`config.mk`:
```
export PLATFORM = sky130hd
export DESIGN_NAME = irda_mode_sequencer
export DESIGN_NICKNAME = d
export VERILOG_FILES = /design/src/rtl/irda_mode_sequencer.sv
export SDC_FILE = /design/constraint.sdc
export NUM_CORES = 1
export LEC_CHECK = 0
export BUFFER_PORTS_ARGS = -buffer_cell sky130_fd_sc_hd__buf_2
export CORE_MARGIN = 4
export CORE_UTILIZATION = 40
export DETAILED_ROUTE_END_ITERATION = 7
export PLACE_DENSITY = 0.72
export SETUP_SLACK_MARGIN = 0.5
export SLEW_MARGIN = 20
export SYNTH_ARGS = -nofsm -noshare
export SYNTH_HDL_FRONTEND = slang
export SYNTH_SLANG_ARGS = --single-unit
```
`constraint.sdc`:
```
create_clock -name clk -period 2.5 [get_ports clk]
set_input_delay 0.125 -clock clk [delete_from_list [all_inputs] [get_ports clk]]
set_output_delay 0.125 -clock clk [all_outputs]
set_load 0.01 [all_outputs]
```
`src/rtl/irda_mode_sequencer.sv`:
```
// IrDA PHY mode sequencer: drains TX, holds the pad idle for a guard time, pulses the
// target PHY reset, then commits the new mode. All outputs are registered.
module irda_mode_sequencer #(
  parameter int unsigned NUM_MODES  = 3,
  parameter int unsigned MODE_W     = 2,
  parameter int unsigned RESET_MODE = 0,
  parameter int unsigned GUARD_W    = 16,
  parameter int unsigned TIMEOUT_W  = 20,
  parameter int unsigned RST_CYCLES = 4
) (
  input  logic                 clk,
  input  logic                 wb_rst_i,
  input  logic                 req_valid_i,
  input  logic [MODE_W-1:0]    req_mode_i,
  output logic                 req_ready_o,
  input  logic                 abort_i,
  input  logic [GUARD_W-1:0]   guard_cycles_i,
  input  logic [TIMEOUT_W-1:0] drain_timeout_i,
  input  logic [NUM_MODES-1:0] tx_busy_i,
  input  logic                 txfifo_empty_i,
  output logic                 tx_hold_o,
  output logic [MODE_W-1:0]    mode_o,
  output logic [NUM_MODES-1:0] mode_onehot_o,
  output logic [NUM_MODES-1:0] phy_rst_o,
  output logic                 switch_done_o,
  output logic                 switch_err_o,
  output logic                 busy_o
);

  localparam int unsigned RcW = (RST_CYCLES > 1) ? $clog2(RST_CYCLES) : 1;
  localparam logic [NUM_MODES-1:0] OneLsb = {{(NUM_MODES-1){1'b0}}, 1'b1};

  typedef enum logic [2:0] {StIdle, StDrain, StGuard, StReset, StCommit} state_e;

  state_e                 r_state;
  logic [MODE_W-1:0]      r_target;
  logic [MODE_W-1:0]      r_mode;
  logic [NUM_MODES-1:0]   r_onehot;
  logic [GUARD_W-1:0]     r_guard_cnt;
  logic [TIMEOUT_W-1:0]   r_to_cnt;
  logic                   r_to_en;
  logic [RcW-1:0]         r_rst_cnt;
  logic                   r_ready;
  logic                   r_hold;
  logic [NUM_MODES-1:0]   r_phy_rst;
  logic                   r_done;
  logic                   r_err;
  logic                   r_busy;

  logic                   w_accept;
  logic                   w_invalid;
  logic                   w_drained;
  logic [NUM_MODES-1:0]   w_target_onehot;

  assign w_accept        = req_valid_i & r_ready;
  assign w_invalid       = 32'(req_mode_i) >= NUM_MODES;
  assign w_drained       = ~tx_busy_i[r_mode] & txfifo_empty_i;
  assign w_target_onehot = OneLsb << r_target;

  always_ff @(posedge clk or negedge wb_rst_i) begin
    if (!wb_rst_i) begin
      r_state     <= StIdle;
      r_target    <= MODE_W'(RESET_MODE);
      r_mode      <= MODE_W'(RESET_MODE);
      r_onehot    <= OneLsb << RESET_MODE;
      r_guard_cnt <= '0;
      r_to_cnt    <= '0;
      r_to_en     <= 1'b0;
      r_rst_cnt   <= '0;
      r_ready     <= 1'b1;
      r_hold      <= 1'b0;
      r_phy_rst   <= '0;
      r_done      <= 1'b0;
      r_err       <= 1'b0;
      r_busy      <= 1'b0;
    end else begin
      r_done <= 1'b0;
      r_err  <= 1'b0;
      unique case (r_state)
        StIdle: begin
          if (w_accept) begin
            if (w_invalid) begin
              r_err <= 1'b1;
            end else if (req_mode_i == r_mode) begin
              r_done <= 1'b1;
            end else begin
              r_target    <= req_mode_i;
              r_guard_cnt <= guard_cycles_i;
              r_to_cnt    <= drain_timeout_i;
              r_to_en     <= |drain_timeout_i;
              r_state     <= StDrain;
              r_ready     <= 1'b0;
              r_busy      <= 1'b1;
            end
          end
        end
        StDrain: begin
          if (abort_i) begin
            r_state <= StIdle;
            r_err   <= 1'b1;
            r_hold  <= 1'b0;
            r_ready <= 1'b1;
            r_busy  <= 1'b0;
          end else if (w_drained) begin
            // Exit beats a coincident timeout.
            r_state <= StGuard;
            r_hold  <= 1'b1;
          end else if (r_to_en && r_to_cnt == '0) begin
            r_state <= StIdle;
            r_err   <= 1'b1;
            r_ready <= 1'b1;
            r_busy  <= 1'b0;
          end else if (r_to_cnt != '0) begin
            r_to_cnt <= r_to_cnt - 1'b1;
          end
        end
        StGuard: begin
          if (abort_i) begin
            r_state <= StIdle;
            r_err   <= 1'b1;
            r_hold  <= 1'b0;
            r_ready <= 1'b1;
            r_busy  <= 1'b0;
          end else if (r_guard_cnt == '0) begin
            r_state   <= StReset;
            r_phy_rst <= w_target_onehot;
            r_rst_cnt <= RcW'(RST_CYCLES - 1);
          end else begin
            r_guard_cnt <= r_guard_cnt - 1'b1;
          end
        end
        StReset: begin
          if (r_rst_cnt == '0) begin
            r_state   <= StCommit;
            r_phy_rst <= '0;
            r_hold    <= 1'b0;
            r_mode    <= r_target;
            r_onehot  <= w_target_onehot;
            r_done    <= 1'b1;
          end else begin
            r_rst_cnt <= r_rst_cnt - 1'b1;
          end
        end
        StCommit: begin
          r_state <= StIdle;
          r_ready <= 1'b1;
          r_busy  <= 1'b0;
        end
        default: begin
          r_state <= StIdle;
          r_ready <= 1'b1;
          r_busy  <= 1'b0;
        end
      endcase
    end
  end

  assign req_ready_o   = r_ready;
  assign tx_hold_o     = r_hold;
  assign mode_o        = r_mode;
  assign mode_onehot_o = r_onehot;
  assign phy_rst_o     = r_phy_rst;
  assign switch_done_o = r_done;
  assign switch_err_o  = r_err;
  assign busy_o        = r_busy;

endmodule

```
==> Word-level counts from Yosys, hierarchy flattened <==
Cells that the tools add are included.
{ "classes": {"n_addsub": 3, "magnitude_cmp": 2, "eq_ne": 22, "n_shift": 1, "n_mux": 66, "n_bitwise": 6, "reduce_logical": 20} }
{ "op_table": {"columns": ["operator", "count"], "rows": [
  ["20-bit two-way mux", 7],
  ["16-bit two-way mux", 5],
  ["20-bit one-hot mux with 2 select lines", 1],
  ["3-bit two-way mux", 12],
  ["16-bit one-hot mux with 2 select lines", 1],
  ["1-bit two-way mux", 28],
  ["2-bit inequality test, second input constant", 13],
  ["20-bit zero test", 1],
  ["20-bit nonzero test", 1],
  ["20-bit OR reduction", 1],
  ["20-bit by 1-bit subtractor with 20-bit output, second input constant", 1],
  ["16-bit zero test", 1],
  ["4-bit AND reduction", 4],
  ["16-bit by 1-bit subtractor with 16-bit output, second input constant", 1],
  ["3-bit inequality test, second input constant", 4],
  ["3-bit one-hot mux with 4 select lines", 1],
  ["6-bit AND reduction", 2],
  ["1-bit one-hot mux with 4 select lines", 2],
  ["8-bit AND reduction", 1],
  ["7-bit AND reduction", 1],
  ["3-bit by 2-bit equality test with 1-bit output, second input constant", 2],
  ["2-bit two-way mux", 3],
  ["1-bit one-hot mux with 3 select lines", 2],
  ["3-bit one-hot mux with 2 select lines", 1],
  ["18 further kinds", 24]
]} }
{ "totals": {"regBits": 57, "in_bits": 46, "out_inout_bits": 13} }

==> Depth between registers and ports, before layout <==
Gate-level depths: netlist of the first run.
{ "logic_depth": {"depth_word": 7, "ltp_mapped": 9, "mapped_depth_nobuf": 8} }

==> Worst setup path before layout of the first run <==
Ideal clock, no wire load.
{ "synth_path": {"kind": "reg-to-reg", "from": "reg r_to_cnt[16]", "to": "reg r_to_cnt[16]", "setup_time_ns": 0.118, "arrival_time_ns": 2.047, "required_time_ns": 2.382, "path_slack_ns": 0.335, "path_stages_with_launch": 8, "n_path_buf": 1, "path_cell_list": "dfrtp_1 -> or4_4 -> or3_4 -> nor4_4 -> o21ai_4 -> buf_6 -> a21oi_1 -> nor2_1"} }
{ "synth_between": {"elab_chain_len": 6} }
{ "synth_lines": {"columns": ["item", "line_no", "source"], "rows": [
  ["from (decl)", "40", "logic [TIMEOUT_W-1:0] r_to_cnt;"],
  ["from (signal assigned)", "89", "r_to_cnt <= drain_timeout_i;"],
  ["from (signal assigned)", "114", "r_to_cnt <= r_to_cnt - 1'b1;"],
  ["20-bit by 1-bit subtractor with 20-bit output", "114", null],
  ["20-bit two-way mux", "113", "end else if (r_to_cnt != '0) begin"],
  ["20-bit two-way mux", "108", "end else if (r_to_en && r_to_cnt == '0) begin"],
  ["20-bit two-way mux", "104", "end else if (w_drained) begin"],
  ["20-bit two-way mux", "98", "if (abort_i) begin"],
  ["20-bit one-hot mux with 2 select lines", "79", "unique case (r_state)"]
]} }
Several ways; a longest one is shown, not always the timed one. The select of a mux whose other input is x is not followed.
A chain may end at the register's enable or synchronous reset.

==> Worst setup path in the final report of the first run <==
{ "layout_path": {"from": "reg r_to_cnt[17]", "to": "reg r_err (netlist: switch_err_o)"} }
{ "layout_between": {"elab_chain_len": 6} }
{ "layout_lines": {"columns": ["item", "line_no", "source"], "rows": [
  ["20-bit zero test", "108", null],
  ["1-bit logical AND", "108", null],
  ["1-bit two-way mux", "108", null],
  ["1-bit two-way mux", "104", null],
  ["1-bit two-way mux", "98", null],
  ["1-bit one-hot mux with 3 select lines", "79", null],
  ["to (signal assigned)", "78", "r_err <= 1'b0;"],
  ["to (signal assigned)", "100", "r_err <= 1'b1;"],
  ["to (signal assigned)", "110", "r_err <= 1'b1;"],
  ["to (decl)", "47", "logic r_err;"]
]} }
Every way passes these cells.

==> impl_results.md, run 1 <==
* Crit Path Category: register to register
* RSZ-0062 raised after global routing: true
* Crit path DAT at around 2.4 ns
* Largest family of logic cells by synthesized area: compound AO/OA/AOI/OAI gates
* First-pass GRT wire length at 16.0 mm
* Max-slew violations at 0
* Ys async rst share at between 90% and 100%
* Area Growth Syn to Fin at 31.6%
* Post-layout util at a little over half
* Share of cells above drive strength 1 at 35.0%
* Worst vdd ir at 470 uV
* Synth Area in Compound Gates at around 28%
* Yosys cell types at 56
* #FFs+latches synth at 57
* Clock Skew at approximately 0.017 ns
* Critical Path Sink Type: register
* Delay-heaviest family, CP: simple AND/OR/NAND/NOR gates
* Final Cycle Share at 86.2%
* FF-to-FF End: switch_err_o
* Sw frac at a little over two fifths
* Final Hold Slack at 0.0352 ns
* Cell Int Power at around 2.8 mW
* WP buf/inv at 0
* Commonest non-fill, non-tap cells in the layout: 58 x buf_2, 51 x dfrtp_1, 44 x nand2_1
* Gpl congestion at 0.890
* Slew headroom at 50.9%
* Max clock buf depth at 2
* Most used cell, CP: or3_4
* DRC at 0
* Final min period at 2.16 ns
* Core Area at 0.00834 mm^2
* H-Tree Depth at 3
* F_max at 464 MHz
* Die ar. at just over 0.01 mm^2
* Die height at 101 um
* Register area share after synthesis at 41.1%
* IO buf count at 58
* CTS sink count at 57
* Post-Synth Adder-Cell Area at under 10%
* Slowest CP cell: or4_4
* CP max FO at 3
* Ant diodes at 0
* Ys flop type: dfrtp_1
* Number of global-route vias before repair at around 3500
* Hold WC Path Type: primary input to register
* WP data required at 2.75 ns
* Starting density of the core at 41.7%
* Max incr delay on CP at 0.54 ns
* Outcome: finished, final reports clean
* Commonest non-fill, non-tap cell in the layout: buf_2
* Critical hold path startpoint: guard_cycles_i[11]
* Logic pwr share at 42.5%
* Mapped Cells at 420
* Lkg Pwr at 1.93 nW
* Pwr Density at 1070 mW/mm^2
* Maxcap violations at 0
* Hold Fails Final Rpt at 0
* Critical-path cell list: or4_4 -> or3_4 -> or3_4 -> o21bai_4 -> nand2_2 -> a211oi_2
* Register share of total power at a little under two fifths
* Largest net degree at the start of global routing at 58
* Synthesis warning total at 0
* Remaining Overflow, GRT at 0
* Total routed wirelength at 10.2 mm
* I/O pin count at 59
* Final setup TNS at 0 ns
* Number of synthesized flops with an enable pin at 0
* Initial antenna violation count at 0
* Mux cell area share after synthesis at 0.288%
* Via/cell ratio at 5.81
* Skew-Pair Late Insertion Delay at 0.35 ns
* Final setup fails at 0
* TritonCTS buffer count at 9
* Post-DP HPWL at between 6 and 7 mm
* Worst Max-Slew Pin Slew at 0.736 ns
* ANT nets after route at 0
* Worst r2r path cells at 6
* Mean Syn Cell Area at about 8.3 um^2
* CTS tree: done
* CP startpoint kind: register
* Worst r2r src: r_to_cnt[17]
* Hold path endpoint: r_guard_cnt[11]
* Synth Area in Simple Gates at 23.4%
* R2R Setup Slk at 0.34 ns
* # rows at 33
* Clock power frac at 20.7%
* DR pass1 iterations at 5
* Clock transition at path regs at around 0.080 ns
* Total Power at 4.90 mW
* Die Width at 101 um
* Wire per inst at approximately 16 um
* DRT iter0 DRCs at 136
* Hold Crit Depth at 3
* Nets at 561
* Post-synthesis xor/xnor area fraction at less than 1%
* Syn Std Cell Area at 0.00348 mm^2
* Syn Nets at between 400 and 500
* CTS root buf: clkbuf_8
* NetSw at 2.06 mW
* GR Util All Layers at 19.5%
* Via count at 3603
[Yosys cell counts (all sizes together), types with 8 or more instances]
| library cell | instances | area (um^2) |
|---|---|---|
| nand3 | 8 | 40.0 |
| nor2 | 46 | 175 |
| inv | 18 | 67.6 |
| dfrtp | 55 | 1380 |
| nor3 | 10 | 50.1 |
| a22oi | 10 | 80.1 |
| a21oi | 49 | 260 |
| clkbuf | 12 | 45.0 |
| nor4 | 14 | 103 |
| nand2 | 48 | 180 |
| o21ai | 45 | 236 |
[flip-flops by register name, indices dropped and copies added (netlist names), 2 cells and up]
name	flops
r_to_cnt	20
r_guard_cnt	16
mode_onehot_o	3
phy_rst_o	3
r_state	3
mode_o	2
r_rst_cnt	2
r_target	2
[worst register-to-register path, delay by kind of cell (launching register included)]
kind,cells,cell delay (ns)
AOI/OAI and AO/OA,2,0.31
DFF,1,0.38
and+or+nand+nor,4,1.38
[area by class of cell]
type / instances / area, um^2
Fill cell: 746 / 3760
Multi-Input combinational cell: 331 / 2150
Sequential cell: 57 / 1430
Timing Repair Buffer: 93 / 563
Clock buffer: 12 / 155
Tap cell: 105 / 131
Clock inverter: 4 / 73.8
Inverter: 18 / 67.6
[cells by family (layout without fill, tap and decap cells)]
family          after synthesis  in the layout
mux                           1              1
buf+inv                      36            127
compound gates              154            158
xor+xnor                      2              2
flops                        57             57
simple gates                165            165
fa+ha+maj                     5              5
[power by group through the flow]
stage,Combinational [mW],Sequential (mW),Clock (mW)
detailed placement,1.73,1.74,0
global placement,1.69,1.73,0
CTS,1.88,1.72,1.03
global route,2.31,1.86,1.07
finish,2.08,1.80,1.01
floorplan,1.29,1.65,0
[worst max path at each step]
stage                      start            to  depth (start not counted)
floorplan           r_to_cnt[16]  r_to_cnt[16]                          7
global placement    r_to_cnt[16]  r_to_cnt[13]                          6
detailed placement  r_to_cnt[15]  r_to_cnt[13]                          6
CTS                 r_to_cnt[17]  r_to_cnt[13]                          7
global route        r_to_cnt[17]  r_to_cnt[14]                          7
finish              r_to_cnt[17]  switch_err_o                          6
[metrics by stage]
step                      instance area, um^2  setup slack, ns  instances
after global routing                     4580            0.310        620
after detailed placement                 3960            0.193        583
after CTS                                4340            0.255        609
final                                    4580            0.344        620
after floorplan                          3490            0.377        420
after global placement                   3960            0.234        583
[per-layer routing]
layer	up-vias	global-route usage (%)	share of wire, %
met3	23	5.37	6.5
met5	-	0	0
met4	0	5.11	2.1
met2	144	33.7	49
met1	1691	24.1	42
li1	1745	-	-
[what timing repair did]
action,CTS,global route
setup endpoints to repair,33,45
gates resized for setup,17,40
endpoints found under the hold margin,55,0
cloned,3,1
hold buffers,1,0
buffers inserted,6,10
pin swaps,12,14
No activity file was read; power rests on OpenSTA's default activity.
==> inputs of run 2 (changes only) <==
==> constraint.sdc (replaced) <==
create_clock -name clk -period 2.4 [get_ports clk]
set_input_delay 0.12 -clock clk [delete_from_list [all_inputs] [get_ports clk]]
set_output_delay 0.12 -clock clk [all_outputs]
set_load 0.01 [all_outputs]
==> run 2 against run 1 <==
Total power up 9.7%. Critical endpoint unchanged. Utilization up 2.9 points. Clock power about the same. Combinational power up 21%. Via count up 4.7%. Count of clock-buffer cells in the layout down 3. Sequential share of layout area down 1.6 points. Largest power group unchanged. Critical path type unchanged. Fmax about the same. Sequential power up 3%. Sequential cell count unchanged. Non-clock buffer count up 16. Cell count up 2.4%.
==> impl_results.md, run 2 (same netlist as run 1, synthesis figures left out) <==
* Via count at around 3800
* Maxcap violations at 0
* Crit path DAT at between 2 and 2.5 ns
* Gpl congestion at 0.887
* ANT nets after route at 0
* CTS root buf: clkbuf_8
* IO buf count at 58
* Post-layout util at just under 60%
* Die ar. at 0.0102 mm^2
* DR pass1 iterations at 5
* Hold Fails Final Rpt at 0
* Area after DPL at 0.00404 mm^2
* Post-DP HPWL at roughly 7.0 mm
* I/O pin count at 59
* First-pass GRT wire length at 16.9 mm
* Worst Slack Setup Final at 0.245 ns
* Ant diodes at 0
* Share of cells above drive strength 1 at 38.3%
* Largest net degree at the start of global routing at 37
* Starting density of the core at 41.7%
* Area Growth Syn to Fin at 38.5%
* Number of global-route vias before repair at between 3000 and 4000
* Die Width at 101 um
* Total routed wirelength at 10.8 mm
* Remaining Overflow, GRT at 0
* F_max at approximately 460 MHz
* Pwr Density at 1120 mW/mm^2
* Initial antenna violation count at 0
* Non-filler cells, final at 635
* RSZ-0062 raised after global routing: true
* Clock Skew at 0.0125 ns
* Final setup TNS at 0 ns
* Outcome: finished, final reports clean
* Max incr delay on CP at 0.53 ns
* DRT iter0 DRCs at 176
* Die height at 101 um
* Hold WC Path Type: primary input to register
* Max-slew violations at 0
* Place WS at 0.0333 ns
* Crit Path Category: register to register
* Most used cell, CP: or3_4
* Max clock buf depth at 2
* CP max FO at 3
* DRC at 0
* Delay-heaviest family, CP: simple AND/OR/NAND/NOR gates
* Slowest CP cell: or4_4
* # rows at 33
* Critical-path cell list: or4_4 -> or3_4 -> or3_4 -> o21bai_4 -> nand2_2 -> a211oi_2
* Leading registers by flop count: r_to_cnt: 20 flops, r_guard_cnt: 16 flops
* Critical Path Sink Type: register
* Skew-Pair Late Insertion Delay at 0.34 ns
* Cells after DPL at 588
* Final min period at 2.16 ns
* CP startpoint kind: register
* Commonest non-fill, non-tap cells in the layout: 58 x buf_2, 53 x dfrtp_1, 45 x nand2_1
* CTS tree: done
* Final setup fails at 0
* Max reg flops at 20
* Multi-input logic area at 0.00222 mm^2
* Final Hold Slack at 0.0428 ns
* Nets at 576
* Biggest register: r_to_cnt
* Final Cell Area at 0.00482 mm^2
* WP buf/inv at 0
* Core Area at between 0.008 and 0.009 mm^2
* Wire per inst at 17.0 um
* H-Tree Depth at 3
* Slew headroom at between 50% and 60%
* TritonCTS buffer count at 9
* Fillcell total at between 700 and 800
* Via/cell ratio at approximately 5.9
* WP data required at 2.65 ns
* Final Cycle Share at between 80% and 90%
* GR Util All Layers at 20.5%
* Worst vdd ir at between 500 and 600 uV
* Worst Max-Slew Pin Slew at approximately 0.67 ns
* Lkg Pwr at 2.03 nW
* Commonest non-fill, non-tap cell in the layout: buf_2
* Flip-flop and latch area at 0.00143 mm^2
* Total Power at 5.38 mW
* Clock transition at path regs at 0.07 ns
* CTS sink count at 57
## run 2: worst paths after layout
check	start	endpoint	slack [ns]	cells after the start
setup / recovery	r_to_cnt[17]	switch_err_o	0.24	6
hold / removal	guard_cycles_i[11]	r_guard_cnt[11]	0.04	3
setup reg to reg	r_to_cnt[17]	switch_err_o	0.24	6
hold reg to reg	phy_rst_o[2]	phy_rst_o[2]	0.48	2
max in group asynchronous	wb_rst_i	r_guard_cnt[6]	1.45	3
min in group asynchronous	wb_rst_i	mode_onehot_o[2]	0.33	2
## run 2: layout make-up
class | count | share of cell area (%)
multi-input cells | 330 | 46.1
flip-flops and latches | 57 | 29.7
repair buffers | 109 | 15.5
well taps | 105 | 2.73
clock buffers | 9 | 2.57
clock inverters | 7 | 1.95
inverters | 18 | 1.40
## run 2: where the power goes
part	switching [mW]	internal (mW)	total, mW
registers	0.483	1.37	1.86
logic	1.39	1.14	2.52
clock network	0.414	0.584	0.998
## run 2: repair_timing
action | CTS | global route
resized for setup | 29 | 51
setup endpoints to repair | 40 | 47
hold buffers | 1 | 0
hold endpoints to repair | 23 | 0
buffers inserted | 18 | 8
cloned | 3 | 1
pin swaps | 9 | 16
## run 2: worst reg2reg max path, delay by kind of cell, from the launching register on
family          cells  cell delay (ns)
compound gates      2             0.32
flops               1             0.37
simple gates        4             1.38
## run 2: metal layers
metal,GRT usage [%],up-vias,share of wire (%)
li1,-,1765,-
met1,24.7,1823,40
met2,36.0,166,51
met3,5.58,20,7.2
met4,5.93,0,1.8
met5,0,-,0
